--- src/rtl/hamming74_defs_pkg.sv ---
// Shared Hamming(7,4) constants, types and bit-layout helpers.
// Positions are 1-based Hamming positions; position p lives in codeword bit p-1.
package hamming74_defs_pkg;

    localparam int CODE_W = 7;
    localparam int DATA_W = 4;
    localparam int SYN_W  = 3;

    localparam int P1_POS = 1;
    localparam int P2_POS = 2;
    localparam int P4_POS = 4;

    localparam int D0_POS = 3;
    localparam int D1_POS = 5;
    localparam int D2_POS = 6;
    localparam int D3_POS = 7;

    typedef logic [CODE_W-1:0] code_t;
    typedef logic [DATA_W-1:0] data_t;
    typedef logic [SYN_W-1:0]  syn_t;

    localparam syn_t SYN_NONE = '0;

    function automatic data_t extract_data(input code_t code);
        return {code[D3_POS-1], code[D2_POS-1], code[D1_POS-1], code[D0_POS-1]};
    endfunction

    // One-hot mask selecting the bit a non-zero syndrome points at.
    function automatic code_t flip_mask(input syn_t syn);
        if (syn == SYN_NONE) begin
            return '0;
        end
        return code_t'(1) << (syn - syn_t'(1));
    endfunction

endpackage

--- src/rtl/hamming74_syndrome.sv ---
// Combinational Hamming(7,4) syndrome: the value is the 1-based position of a
// single flipped bit, or zero for a clean word.
module hamming74_syndrome
    import hamming74_defs_pkg::*;
(
    input  logic [CODE_W-1:0] i_code,
    output logic [SYN_W-1:0]  o_syn
);

    assign o_syn[0] = i_code[0] ^ i_code[2] ^ i_code[4] ^ i_code[6];
    assign o_syn[1] = i_code[1] ^ i_code[2] ^ i_code[5] ^ i_code[6];
    assign o_syn[2] = i_code[3] ^ i_code[4] ^ i_code[5] ^ i_code[6];

endmodule

--- src/rtl/hamming74_decode_pipe.sv ---
// Two-stage Hamming(7,4) decoder with valid/ready on both sides and
// saturating statistics counters for delivered and corrected words.
module hamming74_decode_pipe
    import hamming74_defs_pkg::*;
#(
    parameter int CNT_W = 16
) (
    input  logic             clk,
    input  logic             rst_n,
    input  logic             in_valid,
    output logic             in_ready,
    input  logic [6:0]       in_code,
    output logic             out_valid,
    input  logic             out_ready,
    output logic [3:0]       out_data,
    output logic [2:0]       out_syn,
    output logic             out_err,
    input  logic             clr_cnt,
    output logic [CNT_W-1:0] word_cnt,
    output logic [CNT_W-1:0] corr_cnt
);

    localparam logic [CNT_W-1:0] CNT_MAX = {CNT_W{1'b1}};

    logic             r_s1_valid;
    code_t            r_s1_code;
    syn_t             r_s1_syn;
    logic             r_s2_valid;
    data_t            r_out_data;
    syn_t             r_out_syn;
    logic             r_out_err;
    logic [CNT_W-1:0] r_word_cnt;
    logic [CNT_W-1:0] r_corr_cnt;

    syn_t             w_syn;
    code_t            w_corr_code;
    logic             w_s2_adv;
    logic             w_in_fire;
    logic             w_out_fire;

    hamming74_syndrome u_syndrome (
        .i_code (in_code),
        .o_syn  (w_syn)
    );

    // S2 frees up in the same cycle it hands off, so ready never depends on in_valid.
    assign w_s2_adv    = !r_s2_valid || out_ready;
    assign in_ready    = !r_s1_valid || w_s2_adv;
    assign w_in_fire   = in_valid && in_ready;
    assign w_out_fire  = r_s2_valid && out_ready;
    assign w_corr_code = r_s1_code ^ flip_mask(r_s1_syn);

    // NOTE: all state uses non-blocking assignments so every register samples
    // pre-edge values; blocking here would let S1's new word race into S2.
    always_ff @(posedge clk or negedge rst_n) begin
        if (!rst_n) begin
            r_s1_valid <= 1'b0;
            r_s1_code  <= '0;
            r_s1_syn   <= '0;
        end else if (w_in_fire) begin
            r_s1_valid <= 1'b1;
            r_s1_code  <= in_code;
            r_s1_syn   <= w_syn;
        end else if (w_s2_adv) begin
            r_s1_valid <= 1'b0;
        end
    end

    always_ff @(posedge clk or negedge rst_n) begin
        if (!rst_n) begin
            r_s2_valid <= 1'b0;
            r_out_data <= '0;
            r_out_syn  <= '0;
            r_out_err  <= 1'b0;
        end else if (w_s2_adv) begin
            r_s2_valid <= r_s1_valid;
            if (r_s1_valid) begin
                r_out_data <= extract_data(w_corr_code);
                r_out_syn  <= r_s1_syn;
                r_out_err  <= (r_s1_syn != SYN_NONE);
            end
        end
    end

    always_ff @(posedge clk or negedge rst_n) begin
        if (!rst_n) begin
            r_word_cnt <= '0;
            r_corr_cnt <= '0;
        end else if (clr_cnt) begin
            r_word_cnt <= '0;
            r_corr_cnt <= '0;
        end else if (w_out_fire) begin
            if (r_word_cnt != CNT_MAX) begin
                r_word_cnt <= r_word_cnt + 1'b1;
            end
            if (r_out_err && (r_corr_cnt != CNT_MAX)) begin
                r_corr_cnt <= r_corr_cnt + 1'b1;
            end
        end
    end

    assign out_valid = r_s2_valid;
    assign out_data  = r_out_data;
    assign out_syn   = r_out_syn;
    assign out_err   = r_out_err;
    assign word_cnt  = r_word_cnt;
    assign corr_cnt  = r_corr_cnt;

endmodule

--- config.mk ---
export PLATFORM = sky130hd
export DESIGN_NAME = hamming74_decode_pipe
export DESIGN_NICKNAME = d
export VERILOG_FILES = /design/src/rtl/hamming74_defs_pkg.sv /design/src/rtl/hamming74_syndrome.sv /design/src/rtl/hamming74_decode_pipe.sv
export SDC_FILE = /design/constraint.sdc
export NUM_CORES = 1
export LEC_CHECK = 0
export ABC_AREA = 1
export BUFFER_PORTS_ARGS = -buffer_cell sky130_fd_sc_hd__clkbuf_2
export CAP_MARGIN = 30
export CORE_MARGIN = 10
export CORE_UTILIZATION = 23
export CTS_CLUSTER_SIZE = 20
export DETAILED_ROUTE_END_ITERATION = 7
export PLACE_DENSITY = 0.4
export SETUP_SLACK_MARGIN = 0.3
export SLEW_MARGIN = 20
export SYNTH_ARGS = -nofsm -noshare
export SYNTH_HDL_FRONTEND = slang
export SYNTH_SLANG_ARGS = --single-unit
export TNS_END_PERCENT = 5
--- constraint.sdc ---
create_clock -name clk -period 1.55 [get_ports clk]
set_input_delay 0.31 -clock clk [delete_from_list [all_inputs] [get_ports clk]]
set_output_delay 0.31 -clock clk [all_outputs]
set_load 0.005 [all_outputs]
# --- Word level (Yosys, flattened, before mapping) ---
# Cells that the tools add are included.
classes:
  addsub: 3
  eq_ne: 2
  shifts: 1
  n_mux: 11
  bitwise: 10
  reduce_logical: 16
op_table:
  columns: ["operator", "n"]
  rows:
  - ["$mux 16", 6]
  - ["$add 16x1->16 const B", 2]
  - ["$ne 16x16->1 const B", 2]
  - ["$mux 7", 2]
  - ["$xor 1x1->1", 9]
  - ["$reduce_bool 2->1", 4]
  - ["$shl 1x3->7 const A", 1]
  - ["$xor 7x7->7", 1]
  - ["$reduce_and 2->1", 3]
  - ["$logic_and 1x1->1", 3]
  - ["$logic_not 3->1", 1]
  - ["$mux 1", 3]
  - ["$reduce_bool 3->1", 1]
  - ["$sub 3x1->3 const B", 1]
  - ["$logic_not 1->1", 2]
  - ["$logic_or 1x1->1", 2]
word_totals:
  ff_bits: 52

# --- Depth between registers and ports, before layout ---
logic_depth:
  depth_word: 5
  depth_mapped: 10
  mapped_depth_nobuf: 10

# --- Cells and area by module ---
# Synthesis repeated with hierarchy kept, for this count alone.
unflattened:
  hier_cells: 400
  area_unflattened_um2: 2876.5
by_module_without_submodules:
  columns: ["mod", "instances", "cells_per_inst", "area_each_um2", "seq_area_each_um2"]
  rows:
  - ["hamming74_decode_pipe", 1, 358, 2708.8, 1226.2]
  - ["hamming74_syndrome", 1, 42, 167.7, 0.0]

# --- Worst setup path before layout ---
# No wires, ideal clock.
synth_path:
  path_kind: "register to register"
  from: "register r_corr_cnt[0], in the netlist corr_cnt[0]"
  to: "register r_corr_cnt[2], in the netlist corr_cnt[2]"
  arrival_time_ns: 1.480
  slack_ns: 0.004
  stages_incl_launch_ff: 10
  n_path_buf: 1
  period_less_slack_ns: 1.546
  path_cell_list: "dfrtp_1 > ha_1 > nand3_2 > inv_1 > nand2_2 > nor2_4 > nor2_4 > buf_2 > nand4_1 > nand2_1"
synth_via:
  elab_chain_len: 4
  word_cells_on_any_way: 8
  classes_between: "add/sub: 1; eq/ne: 1; mux: 3; reduce/logical: 3"
synth_lines:
  columns: ["element", "line", "rtl"]
  rows:
  - ["start: declaration", "hamming74_decode_pipe.sv:33", "logic [CNT_W-1:0] r_corr_cnt;"]
  - ["start signal: assignment", "hamming74_decode_pipe.sv:97", "r_corr_cnt <= r_corr_cnt + 1'b1;"]
  - ["$add 16x1->16 / $ne 16x16->1 (equally long branches)", "hamming74_decode_pipe.sv:97, hamming74_decode_pipe.sv:96", null]
  - ["$mux 16 / $logic_and 1x1->1 (equally long branches)", "hamming74_decode_pipe.sv:96", "if (r_out_err && (r_corr_cnt != CNT_MAX)) begin"]
  - ["$mux 16 / $reduce_bool 2->1 (equally long branches)", null, null]
  - ["$mux 16 / $reduce_and 2->1 (equally long branches)", null, null]
# Parallel ways exist; a longest one is shown, timed or not. The select of a mux whose other input is x is not followed.
# A chain may end at the register's enable or synchronous reset.

# --- Worst setup path after layout ---
layout_path:
  from: "register r_word_cnt[1], in the netlist word_cnt[1]"
  to: "register r_word_cnt[8], in the netlist word_cnt[8]"
layout_via:
  elab_chain_len: 4
  word_cells_on_any_way: 7
  classes_between: "add/sub: 1; eq/ne: 1; mux: 3; reduce/logical: 2"
layout_lines:
  columns: ["element", "line", "rtl"]
  rows:
  - ["start: declaration", "hamming74_decode_pipe.sv:32", "logic [CNT_W-1:0] r_word_cnt;"]
  - ["start signal: assignment", "hamming74_decode_pipe.sv:94", "r_word_cnt <= r_word_cnt + 1'b1;"]
  - ["$add 16x1->16", "hamming74_decode_pipe.sv:94", null]
  - ["$mux 16", "hamming74_decode_pipe.sv:93", "if (r_word_cnt != CNT_MAX) begin"]
  - ["$mux 16", "hamming74_decode_pipe.sv:92", "end else if (w_out_fire) begin"]
  - ["$mux 16", "hamming74_decode_pipe.sv:89", "end else if (clr_cnt) begin"]
# Parallel ways exist; a longest one is shown, timed or not. The select of a mux whose other input is x is not followed.

==> flow_summary.ini <==
[logic_synthesis]
synth_area_leader_cell = dfrtp_1
synth_top_family_by_area = simple AND/OR/NAND/NOR gates
synthAdderAreaFrac_pct = 0.885
ys_types = 29
postSynthAreaPerCell_um2 = 7.39
synthMuxAreaShare_pct = 0
synth_xor_area_share_pct = 5.26
yosys.area_share.simple_pct = 36.2
ys_ff_latch = 49
yosysSeqAreaShare_pct = 43.3
synthTopCellsByArea = dfrtp_1 43%, nand2_1 18%, nand3_1 5.7%, o21ai_0 4.8%, inv_1 4.6%
yosys_warnings = 0
syn-cell-area_um2 = 2830
synth_top_area_share_pct = 43.3
synth_cells = 383
syn_nets = 397
synth-compound-area-share_pct = 7.65

[routing]
top_layer_used = met4
dr_wl_met3_um = 333
met2RoutedLength_um = 3940
drt_iter0_drc = 212
drc = 0
met1_length_um = 4220
first_pass_iters = 4
wl_um = 8610
detail_route.wl_per_cell_um = 13.6
dr_total_vias = 2803
ant_nets = 0
viasPerCell = 4.44

[setup_path]
cpPeakStageDelay_ns = 0.35
crit_family = simple AND/OR/NAND/NOR gates
crit_buf_inv = 2
cp_slowest_cell = dfrtp_1
worstPathArrival_ns = 1.67
cp-startpoint = word_cnt[1]
r2r_start = word_cnt[1]
cp_common_cell = nand2_1
endpoint_kind = flop
critPathRequiredTime_ns = 1.73
path_cells = ha_2 -> nand2_2 -> nor2_4 -> nand2_4 -> inv_4 -> nand3_4 -> nand2_8 -> inv_2 -> nand2_1 -> nand2_1
crit_path_start_kind = flop
timing_worst_setup_path_type = reg2reg
critPathMaxFanout = 7

[timing]
hold_viol = 4
worst_pin_slew_ns = 0.623
maxSlewViolCount = 0
timing.final.crit_period_ns = 1.49
finalCritPeriodShare_pct = 95.9
fin_skew_ns = 0.00462
finalSetupViolations = 0
whs_ns = -0.00391
rsz0062_at_grt = true
relSlewSlack_pct = 58.4
fmax_ghz = 0.673

[power_and_ir_drop]
combinationalPowerShare_pct = 21.8
power_density_nw_per_um2 = 823
swShare_pct = 30.6
p_int_mw = 2.34
leakagePower_nw = 1.98
pwr-share-clk_pct = 33.0
p_sw_mw = 1.03
power_frac_seq_pct = 45.2
ir_worst_vdd_v = 0.000500

[global_route]
grt-ovfl-total = 0
grt_start_max_net_pins = 50
antenna_found_initial = 0
grt_pass1_vias = 2896
grt_use_total_pct = 10.4
grt_pass1_wl_um = 14300

[layout]
drive_above_1_share_pct = 32.0
final_nets = 497
final_util_pct = 34.2
syn_to_final_growth_pct = 45.0
antenna_cells = 0
postLayoutCellArea_um2 = 4100

[min_path]
min_path_type = in2async

[floorplan]
ios = 54
die_h_um = 131
core_um2 = 12000
die_x_um = 131
dieArea_um2 = 17100
initial_utilization_pct = 23.6
row_count = 40

[clocking]
cts_root_buffer = clkbuf_16
cts_tree = yes
htree_levels = 2
numCtsBuffers = 5
cts.clk_slew.worst_paths_ns = 0.07
clock_path_buffers = 2
clock_sinks = 49
clkLatencyLatePin_ns = 0.29

[placement]
portBuffers = 53
placed_area_um2 = 3550
hpwl_um = 6190
gp_congestion = 0.765

[run_status]
status = finished, violations left
violations = hold timing

[run]
cap_viol_max_count = 0
## flip-flops by register name (all words and copies together), names as in the netlist
name        flops
corr_cnt       16
word_cnt       16
out_data        4
r_s1_code       4
out_syn         3
r_s1_syn        3
out_err         1
out_valid       1
r_s1_valid      1
## final cells by class
type                    instances  area (µm²)
inverters                      36         138
clock buffers                   5         125
clock inverters                 3        21.3
fillers                      1284        7910
well taps                     147         184
repair buffers                 97         806
multi-input cells             294        1600
flip-flops and latches         49        1230
## cells by family after synthesis
group,count (synthesis)
adder cells (fa/ha/maj),2
AND/OR/NAND/NOR,231
buffers and inverters,44
AO/OA/AOI/OAI,40
flip-flops,49
XOR/XNOR,17
## path summary, 6_finish.rpt
path	slack, ns	depth (start not counted)	to
worst min register to register	0.49	2	out_data[3]
min in group clk	0.26	3	r_s1_valid
worst max register to register	0.06	10	word_cnt[8]
max in group asynchronous	1.27	2	corr_cnt[2]
worst max-delay path	0.06	10	word_cnt[8]
worst min-delay path	-0.004	2	corr_cnt[13]
## metal layers
metal,vias to the layer above,global-route usage (%)
met1,1305,13.7
met3,8,2.22
met2,49,16.6
met5,-,0
li1,1441,-
met4,0,3.01
## per-stage QoR
step                      power [mW]  setup TNS, ns  hold slack [ns]  setup WS, ns  std cells
after CTS                       3.37              0           0.0205        0.0895        628
after floorplan                 1.88              0           0.0144        0.0767        383
after global placement          2.20              0            0.333        0.0297        614
after global routing            3.61         -0.171           0.0271       -0.0280        631
after detailed placement        2.20       -0.00665            0.335      -0.00665        614
final                           3.38              0         -0.00391        0.0641        631
## cell usage in the layout (no fill, tap or decap), types with 9 or more instances in the layout
cell	netlist	layout
buf_4	2	22
buf_6	2	40
clkbuf_2	0	34
dfrtp_1	49	45
inv_1	35	32
nand2_1	133	123
nand2_2	4	12
nand3_1	32	31
nand4_1	16	16
nor2_1	33	23
nor2_2	2	10
o21ai_0	27	19
xor2_1	9	9
## synthesized netlist by cell type
cell / number
nand2_1: 133
dfrtp_1: 49
inv_1: 35
nor2_1: 33
nand3_1: 32
o21ai_0: 27
nand4_1: 16
xor2_1: 9
xnor2_1: 8
a21oi_1: 6
nand2_2: 4
o21bai_1: 4
clkbuf_1: 3
or2_2: 3
buf_4: 2
buf_6: 2
ha_1: 2
nand3b_1: 2
nor2_2: 2
nor2_4: 2
a32oi_1: 1
buf_2: 1
clkinv_1: 1
nand2_4: 1
nand3_2: 1
nor2_8: 1
nor3_1: 1
o211ai_1: 1
o21ai_1: 1
## power groups by stage
stage / registers, mW / clock network, mW / logic (mW)
after floorplan: 1.55 / 0 / 0.332
after global placement: 1.55 / 0 / 0.654
after detailed placement: 1.55 / 0 / 0.657
after CTS: 1.52 / 1.16 / 0.690
after global routing: 1.55 / 1.23 / 0.832
final: 1.53 / 1.11 / 0.737
## timing repair
item,CTS,global route
cloned,3,1
buffers inserted,3,2
setup endpoints to repair,55,60
gates resized for setup,9,80
hold buffers,0,0
pin swaps,5,7
Note: power is estimated with default switching activity, not from simulation.
